### src/rtl/dcache_pkg.sv
// dcache_pkg: shared FSM state type, address-split helpers and the line record
// used by the set-associative data cache (dcache_sa) and its way storage.
package dcache_pkg;

  localparam int ADDR_W   = 32;
  // Upper bounds for the generic line record; each configuration uses the low bits.
  localparam int TAG_MAX  = 32;
  localparam int LINE_MAX = 1024;

  typedef enum logic [1:0] {
    LOOKUP    = 2'd0,
    WRITEBACK = 2'd1,
    REFILL    = 2'd2
  } state_e;

  // Byte-offset bits inside a line of 32-bit words.
  function automatic int offset_bits(input int line_words);
    return $clog2(line_words * 4);
  endfunction

  // Set-index bits.
  function automatic int index_bits(input int sets);
    return $clog2(sets);
  endfunction

  // Whatever the offset and index do not use is tag.
  function automatic int tag_bits(input int sets, input int line_words);
    return ADDR_W - index_bits(sets) - offset_bits(line_words);
  endfunction

  // Word-select bits inside a line (kept at least one bit wide).
  function automatic int word_sel_bits(input int line_words);
    return (line_words > 1) ? $clog2(line_words) : 1;
  endfunction

  typedef struct packed {
    logic                valid;
    logic                dirty;
    logic [TAG_MAX-1:0]  tag;
    logic [LINE_MAX-1:0] data;
  } line_t;

endpackage

### src/rtl/dcache_way.sv
// dcache_way: one way of the cache - tag, data, valid and dirty storage for
// every set, plus the tag compare for the currently indexed set.
module dcache_way
  import dcache_pkg::*;
#(
  parameter int DATA_WIDTH = 32,
  parameter int SETS       = 4,
  parameter int LINE_WORDS = 4
) (
  input  logic                                      clk,
  input  logic                                      rst,
  input  logic [index_bits(SETS)-1:0]               index_i,
  input  logic [tag_bits(SETS, LINE_WORDS)-1:0]     tag_i,
  output logic                                      hit_o,
  output line_t                                     line_o,
  input  logic                                      store_en_i,
  input  logic [word_sel_bits(LINE_WORDS)-1:0]      store_word_i,
  input  logic [DATA_WIDTH/8-1:0]                   store_be_i,
  input  logic [DATA_WIDTH-1:0]                     store_data_i,
  input  logic                                      fill_en_i,
  input  logic [DATA_WIDTH*LINE_WORDS-1:0]          fill_data_i
);

  localparam int TAG_W     = tag_bits(SETS, LINE_WORDS);
  localparam int LINE_BITS = DATA_WIDTH * LINE_WORDS;
  localparam int BYTES     = DATA_WIDTH / 8;

  logic [TAG_W-1:0]     tag_q  [SETS];
  logic [LINE_BITS-1:0] data_q [SETS];
  logic [SETS-1:0]      valid_q;
  logic [SETS-1:0]      dirty_q;

  // Valid/dirty are the only per-line state with a defined reset value.
  always_ff @(posedge clk or posedge rst) begin
    if (rst) begin
      valid_q <= '0;
      dirty_q <= '0;
    end else if (fill_en_i) begin
      valid_q[index_i] <= 1'b1;
      dirty_q[index_i] <= 1'b0;
    end else if (store_en_i) begin
      dirty_q[index_i] <= 1'b1;
    end
  end

  // Tag/data arrays: a refill replaces the whole line, a store merges enabled byte lanes.
  always_ff @(posedge clk) begin
    if (fill_en_i) begin
      tag_q[index_i]  <= tag_i;
      data_q[index_i] <= fill_data_i;
    end else if (store_en_i) begin
      for (int b = 0; b < BYTES; b++) begin
        if (store_be_i[b]) begin
          data_q[index_i][int'(store_word_i)*DATA_WIDTH + b*8 +: 8] <= store_data_i[b*8 +: 8];
        end
      end
    end
  end

  // Present the indexed line and compare its tag against the request.
  always_comb begin
    line_o                     = '0;
    line_o.valid               = valid_q[index_i];
    line_o.dirty               = dirty_q[index_i];
    line_o.tag[TAG_W-1:0]      = tag_q[index_i];
    line_o.data[LINE_BITS-1:0] = data_q[index_i];
    hit_o                      = valid_q[index_i] && (tag_q[index_i] == tag_i);
  end

endmodule

### src/rtl/dcache_sa.sv
// dcache_sa: write-back, write-allocate set-associative data cache with a
// LOOKUP / WRITEBACK / REFILL miss FSM and round-robin replacement.
// Optional feature: define DCACHE_STATS_EN to add hit_count/miss_count outputs.
module dcache_sa
  import dcache_pkg::*;
#(
  parameter int DATA_WIDTH = 32,
  parameter int SETS       = 4,
  parameter int WAYS       = 2,
  parameter int LINE_WORDS = 4
) (
  input  logic                           clk,
  input  logic                           rst,
  input  logic                           req_valid,
  input  logic                           MemWrite,
  input  logic                           AddrMode,
  input  logic [31:0]                    data_address,
  input  logic [DATA_WIDTH-1:0]          write_data,
  output logic [DATA_WIDTH-1:0]          read_data,
  output logic                           stall,
  output logic                           mem_req,
  output logic                           WriteEnable,
  output logic [31:0]                    memory_address,
  output logic [DATA_WIDTH*LINE_WORDS-1:0] mem_writedata,
  input  logic [DATA_WIDTH*LINE_WORDS-1:0] mem_readdata,
  input  logic                           mem_ready
`ifdef DCACHE_STATS_EN
  ,
  output logic [31:0]                    hit_count,
  output logic [31:0]                    miss_count
`endif
);

  localparam int LINE_BITS = DATA_WIDTH * LINE_WORDS;
  localparam int OFF_W     = offset_bits(LINE_WORDS);
  localparam int IDX_W     = index_bits(SETS);
  localparam int TAG_W     = tag_bits(SETS, LINE_WORDS);
  localparam int WSEL_W    = word_sel_bits(LINE_WORDS);
  localparam int BYTES     = DATA_WIDTH / 8;
  localparam int WAY_W     = (WAYS > 1) ? $clog2(WAYS) : 1;

  state_e               state_q, state_d;
  logic [31:0]          miss_addr_q;
  logic [WAY_W-1:0]     vic_way_q, vic_way_d;
  logic                 retry_q;

  logic [31:0]          cur_addr;
  logic [IDX_W-1:0]     cur_idx;
  logic [TAG_W-1:0]     cur_tag;
  logic [WSEL_W-1:0]    word_sel;
  logic [1:0]           lane;

  logic [WAYS-1:0]      way_hit, way_store, way_fill;
  line_t                way_line [WAYS];
  line_t                vic_line;
  logic [WAY_W-1:0]     hit_way, rr_cur;
  logic                 hit_any, free_found;
  logic                 lookup_hit, miss, fill_done;
  logic [LINE_BITS-1:0] hit_data;
  logic [DATA_WIDTH-1:0] hit_word, store_data;
  logic [BYTES-1:0]     store_be;

  // While a miss is outstanding the captured address drives the arrays, so a
  // dropped or changed CPU request cannot disturb the transaction.
  assign cur_addr   = (state_q == LOOKUP) ? data_address : miss_addr_q;
  assign cur_idx    = cur_addr[OFF_W +: IDX_W];
  assign cur_tag    = cur_addr[ADDR_W-1 -: TAG_W];
  assign word_sel   = data_address[OFF_W-1:2];
  assign lane       = data_address[1:0];

  assign lookup_hit = (state_q == LOOKUP) && req_valid && hit_any;
  assign miss       = (state_q == LOOKUP) && req_valid && !hit_any;
  assign fill_done  = (state_q == REFILL) && mem_ready;

  for (genvar w = 0; w < WAYS; w++) begin : g_way
    assign way_store[w] = lookup_hit && MemWrite && way_hit[w];
    assign way_fill[w]  = fill_done && (vic_way_q == WAY_W'(w));

    dcache_way #(
      .DATA_WIDTH (DATA_WIDTH),
      .SETS       (SETS),
      .LINE_WORDS (LINE_WORDS)
    ) u_way (
      .clk          (clk),
      .rst          (rst),
      .index_i      (cur_idx),
      .tag_i        (cur_tag),
      .hit_o        (way_hit[w]),
      .line_o       (way_line[w]),
      .store_en_i   (way_store[w]),
      .store_word_i (word_sel),
      .store_be_i   (store_be),
      .store_data_i (store_data),
      .fill_en_i    (way_fill[w]),
      .fill_data_i  (mem_readdata)
    );
  end

  if (WAYS > 1) begin : g_rr
    logic [WAY_W-1:0] rr_q [SETS];

    // Per-set round-robin pointer, stepped on every completed refill of that set.
    always_ff @(posedge clk or posedge rst) begin
      if (rst) begin
        for (int s = 0; s < SETS; s++) rr_q[s] <= '0;
      end else if (fill_done) begin
        rr_q[cur_idx] <= rr_q[cur_idx] + WAY_W'(1);
      end
    end

    assign rr_cur = rr_q[cur_idx];
  end else begin : g_no_rr
    assign rr_cur = '0;
  end

  // Byte stores replicate the byte onto every lane and enable only the addressed one.
  always_comb begin
    store_data = write_data;
    store_be   = '1;
    if (AddrMode) begin
      store_data = {BYTES{write_data[7:0]}};
      store_be   = BYTES'(1) << lane;
    end
  end

  // Pick the hitting way and the addressed word out of its line.
  always_comb begin
    hit_any = 1'b0;
    hit_way = '0;
    for (int w = 0; w < WAYS; w++) begin
      if (way_hit[w]) begin
        hit_any = 1'b1;
        hit_way = WAY_W'(w);
      end
    end
    hit_data = way_line[hit_way].data[LINE_BITS-1:0];
    hit_word = hit_data[int'(word_sel)*DATA_WIDTH +: DATA_WIDTH];
  end

  // Victim: lowest-numbered invalid way, otherwise the set's round-robin pointer.
  always_comb begin
    vic_way_d  = rr_cur;
    free_found = 1'b0;
    for (int w = 0; w < WAYS; w++) begin
      if (!free_found && !way_line[w].valid) begin
        vic_way_d  = WAY_W'(w);
        free_found = 1'b1;
      end
    end
    vic_line = way_line[(state_q == LOOKUP) ? vic_way_d : vic_way_q];
  end

  // Load data: the hit word or its zero-extended byte, zero when nothing hits.
  always_comb begin
    read_data = '0;
    if (lookup_hit && !MemWrite) begin
      read_data = AddrMode ? DATA_WIDTH'(hit_word[int'(lane)*8 +: 8]) : hit_word;
    end
  end

  // FSM state register plus the miss context captured when the miss is seen.
  always_ff @(posedge clk or posedge rst) begin
    if (rst) begin
      state_q     <= LOOKUP;
      miss_addr_q <= '0;
      vic_way_q   <= '0;
      retry_q     <= 1'b0;
    end else begin
      state_q <= state_d;
      retry_q <= fill_done;
      if (miss) begin
        miss_addr_q <= data_address;
        vic_way_q   <= vic_way_d;
      end
    end
  end

  // FSM next state and memory-side outputs; reset forces the handshake quiet.
  always_comb begin
    state_d        = state_q;
    stall          = 1'b0;
    mem_req        = 1'b0;
    WriteEnable    = 1'b0;
    memory_address = '0;
    mem_writedata  = '0;
    case (state_q)
      LOOKUP: begin
        stall = miss;
        if (miss) begin
          state_d = (vic_line.valid && vic_line.dirty) ? WRITEBACK : REFILL;
        end
      end
      WRITEBACK: begin
        stall          = 1'b1;
        mem_req        = 1'b1;
        WriteEnable    = 1'b1;
        memory_address = {vic_line.tag[TAG_W-1:0], cur_idx, {OFF_W{1'b0}}};
        mem_writedata  = vic_line.data[LINE_BITS-1:0];
        if (mem_ready) state_d = REFILL;
      end
      REFILL: begin
        stall          = 1'b1;
        mem_req        = 1'b1;
        memory_address = {cur_addr[ADDR_W-1:OFF_W], {OFF_W{1'b0}}};
        if (mem_ready) state_d = LOOKUP;
      end
      default: state_d = LOOKUP;
    endcase
    if (rst) begin
      stall       = 1'b0;
      mem_req     = 1'b0;
      WriteEnable = 1'b0;
    end
  end

`ifdef DCACHE_STATS_EN
  logic [31:0] hit_count_q, miss_count_q;

  // Access statistics; the hit that completes a refilled miss is not a new hit.
  always_ff @(posedge clk or posedge rst) begin
    if (rst) begin
      hit_count_q  <= '0;
      miss_count_q <= '0;
    end else begin
      if (lookup_hit && !retry_q) hit_count_q <= hit_count_q + 32'd1;
      if (miss) miss_count_q <= miss_count_q + 32'd1;
    end
  end

  assign hit_count  = hit_count_q;
  assign miss_count = miss_count_q;
`endif

endmodule

### config.mk
export PLATFORM = sky130hd
export DESIGN_NAME = dcache_sa
export DESIGN_NICKNAME = d
export VERILOG_FILES = /design/src/rtl/dcache_pkg.sv /design/src/rtl/dcache_way.sv /design/src/rtl/dcache_sa.sv
export SDC_FILE = /design/constraint.sdc
export NUM_CORES = 2
export LEC_CHECK = 0
export CORE_MARGIN = 10
export CORE_UTILIZATION = 40
export CTS_CLUSTER_DIAMETER = 150
export CTS_CLUSTER_SIZE = 25
export DETAILED_ROUTE_END_ITERATION = 10
export SYNTH_ARGS = -nofsm -noshare
export SYNTH_HDL_FRONTEND = slang
export SYNTH_HIERARCHICAL = 1
export SYNTH_SLANG_ARGS = --single-unit
### constraint.sdc
create_clock -name clk -period 8.7 [get_ports clk]
set_input_delay 1.74 -clock clk [delete_from_list [all_inputs] [get_ports clk]]
set_output_delay 1.74 -clock clk [all_outputs]
set_load 0.02 [all_outputs]
==> qor.json <==
{
  "cells_and_area": {
    "synthToLayoutAreaGrowth_pct": 14.7,
    "post_route_insts_no_fill": 5887,
    "fin_nets": 4165,
    "layout.filler_cells": 12400,
    "drive_above_1_share_pct": 17.4,
    "design_area_mm2": 0.0660
  },
  "pwr": {
    "intPower_w": 0.0120,
    "sequentialPowerShare_pct": 39.9,
    "leakage_nw": 21.6,
    "combinational_fraction_of_design_power_pct": 43.7,
    "netSwitchingFraction_pct": 38.5,
    "clock_power_share_pct": 16.3,
    "power.ir.vdd_worst_mv": 0.262,
    "power_per_cell_area_mw_per_mm2": 295,
    "netSwitchingPower_w": 0.00749
  },
  "yosys": {
    "synth.avg_cell_area_um2": 16.2,
    "synthesis.instances": 3542,
    "yosysWarningCount": 6,
    "post_synth_instance_area_mm2": 0.0575
  },
  "timing": {
    "finalSetupViolations": 0,
    "final-hold-violation-count": 0,
    "timing_worst_slew_pin_value_ps": 1410,
    "post-route-period-util_pct": 98.1,
    "max_freq_mhz": 117,
    "maxSlewHeadroom_pct": 5.14,
    "hold-worst-slack_ps": 476,
    "final.setup.tns_ps": 0,
    "post-route-min-period_ps": 8530,
    "timing_max_transition_violations_final": 0,
    "finalClockSkew_ps": 66.1,
    "final_critical_path_setup_slack_ps": 167,
    "unrepaired_setup_endpoints_after_global_routing": "no"
  },
  "floorplan": {
    "fp.dieW_um": 399,
    "initial_core_util_pct": 40.2,
    "dieHeight_um": 399,
    "floorplan.die_area_mm2": 0.159,
    "coreArea_mm2": 0.143,
    "floorplan.rows": 139,
    "pin_count": 393
  },
  "detailed_routing": {
    "post-route-drc-count": 0,
    "detailed_route_vias_per_instance": 6.15,
    "drt_iter0_drc": 4542,
    "postRouteAntennaNets": 0,
    "route.detailed.wl_per_inst_um": 32.7,
    "detail_route.first_pass.iterations": 6,
    "vias": 36200,
    "routed_wirelength_um": 192000
  },
  "clocking": {
    "tritoncts": "built",
    "clkSlewWorstSetupHoldPaths_ps": 100,
    "clk_path_buf_depth": 3,
    "clock-root-buffer": "sky130_fd_sc_hd__clkbuf_16",
    "post_cts_hold_buffer_count": 0,
    "insertion_delay_ps": 750,
    "tritoncts.num_buffers": 58,
    "clock_h_tree_levels": 2,
    "cts_sinks": 1283
  },
  "grt": {
    "first_global_vias": 34900,
    "global_route.overflow_total": 0,
    "gr-usage-all-layers_pct": 23.4,
    "grt_pass1_wl_um": 268000,
    "grt_max_degree": 131,
    "grt_antenna_before_repair": 20
  },
  "place": {
    "gp_congestion": 0.910,
    "hpwl_um": 139000,
    "count_of_buffers_from_port_buffering": 388,
    "dp_cells": 5788,
    "placed_cell_area_mm2": 0.0642,
    "preCtsSetupSlack_ps": 62.6
  },
  "worst_setup_path": {
    "worst-setup-path-type": "in -> out",
    "required_ps": 6960,
    "setup.worst_path.start_class": "primary input",
    "arrival_ps": 6790,
    "capturing_element_type_of_the_critical_path": "primary output",
    "cp_max_fo": 30
  },
  "worst_hold_path": {
    "holdCritPathClass": "reg -> reg"
  },
  "run_status": {
    "run_status": "finished, final reports clean"
  },
  "job": {
    "max-cap-violations": 0
  }
}
[placed cells by master (no fill, tap or decap), types with 105 or more instances in the layout]
cell / n
sky130_fd_sc_hd__a21boi_1: 120
sky130_fd_sc_hd__a22o_1: 194
sky130_fd_sc_hd__buf_4: 173
sky130_fd_sc_hd__clkdlybuf4s50_1: 374
sky130_fd_sc_hd__edfxtp_1: 1232
sky130_fd_sc_hd__mux2i_1: 105
sky130_fd_sc_hd__mux4_2: 349
sky130_fd_sc_hd__nand2_1: 489
sky130_fd_sc_hd__nor2_1: 200
sky130_fd_sc_hd__o21ai_0: 108
[cell type report]
class | count | area [um2] | share of cell area, %
Sequential cell | 1283 | 38300 | 58.0
Multi-Input combinational cell | 1988 | 18100 | 27.4
Antenna cell | 11 | 27.5 | 0.0417
Tap cell | 1903 | 2380 | 3.61
Inverter | 50 | 208 | 0.315
Clock buffer | 76 | 1520 | 2.30
Clock inverter | 6 | 113 | 0.171
Timing Repair Buffer | 570 | 5400 | 8.19
[per-stage QoR]
| step | utilization, % | power, W |
|---|---|---|
| 2_1_floorplan | - | 0.0131 |
| 3_3_place_gp | 44.8 | 0.0163 |
| 3_5_place_dp | 44.8 | 0.0163 |
| 4_1_cts | 46.0 | 0.0194 |
| 5_1_grt | 46.0 | 0.0202 |
| 6_report | 46.1 | 0.0195 |
[worst max-delay path, cell delays in order]
cell and delay (ps):
sky130_fd_sc_hd__clkdlybuf4s50_1 430, sky130_fd_sc_hd__mux2i_1 210, sky130_fd_sc_hd__buf_4 230, sky130_fd_sc_hd__clkinv_8 180, sky130_fd_sc_hd__buf_12 220, sky130_fd_sc_hd__buf_4 170, sky130_fd_sc_hd__mux2_2 300, sky130_fd_sc_hd__a32o_1 300
sky130_fd_sc_hd__a2111oi_4 310, sky130_fd_sc_hd__nand4_1 190, sky130_fd_sc_hd__nor4_2 350, sky130_fd_sc_hd__buf_4 200, sky130_fd_sc_hd__nor2_1 130, sky130_fd_sc_hd__buf_4 170, sky130_fd_sc_hd__or4_1 470, sky130_fd_sc_hd__buf_4 220
sky130_fd_sc_hd__buf_4 150, sky130_fd_sc_hd__nor2_1 100, sky130_fd_sc_hd__buf_4 110, sky130_fd_sc_hd__clkdlybuf4s50_1 600
[metal layers]
layer  vias up  GRT usage, %  share of wire [%]
met5         -             0              0.077
met4        22          7.19                3.4
met3       276          6.31                 12
met2      2185          34.6                 44
met1     19000          33.7                 40
li1      14800             -                  -
[sequential cells by signal (all words and copies together) (netlist names), named ones only]
name and flops:
g_rr.rr_q 4, g_way.u_way/valid_q 8, g_way.u_way/tag_q 208, g_way.u_way/data_q 1024, vic_way_q 1, state_q 2, miss_addr_q 28
[worst paths after layout]
path                                                           end                                  start  cells past startpoint  slack, ps
min reg2reg                  g_way[0].u_way/valid_q[1]$_DFFE_PP0P_  g_way[0].u_way/valid_q[1]$_DFFE_PP0P_                      1        480
min                          g_way[0].u_way/valid_q[1]$_DFFE_PP0P_  g_way[0].u_way/valid_q[1]$_DFFE_PP0P_                      1        480
min in group asynchronous    g_way[0].u_way/valid_q[0]$_DFFE_PP0P_                                    rst                      2       1660
max in group asynchronous              miss_addr_q[18]$_DFFE_PP0P_                                    rst                      3       6540
max reg2reg                g_way[1].u_way/data_q[1][114]$_DFFE_PP_                 state_q[1]$_DFFE_PP0P_                     19       2170
max                                                   read_data[8]                        data_address[5]                     20        170
[timing repair]
item                                    in CTS  in global routing
endpoints found under the setup margin       0                 26
setup buffers                                0                  6
resized for setup                            0                 17
[power groups by stage]
stage | Combinational, W | Sequential (W) | Clock [W]
floorplan | 0.00522 | 0.00785 | 0
global placement | 0.00837 | 0.00790 | 0
detailed placement | 0.00836 | 0.00792 | 0
CTS | 0.00838 | 0.00778 | 0.00323
global route | 0.00889 | 0.00783 | 0.00344
finish | 0.00852 | 0.00778 | 0.00318
Note: power is estimated with default switching activity, not from simulation.
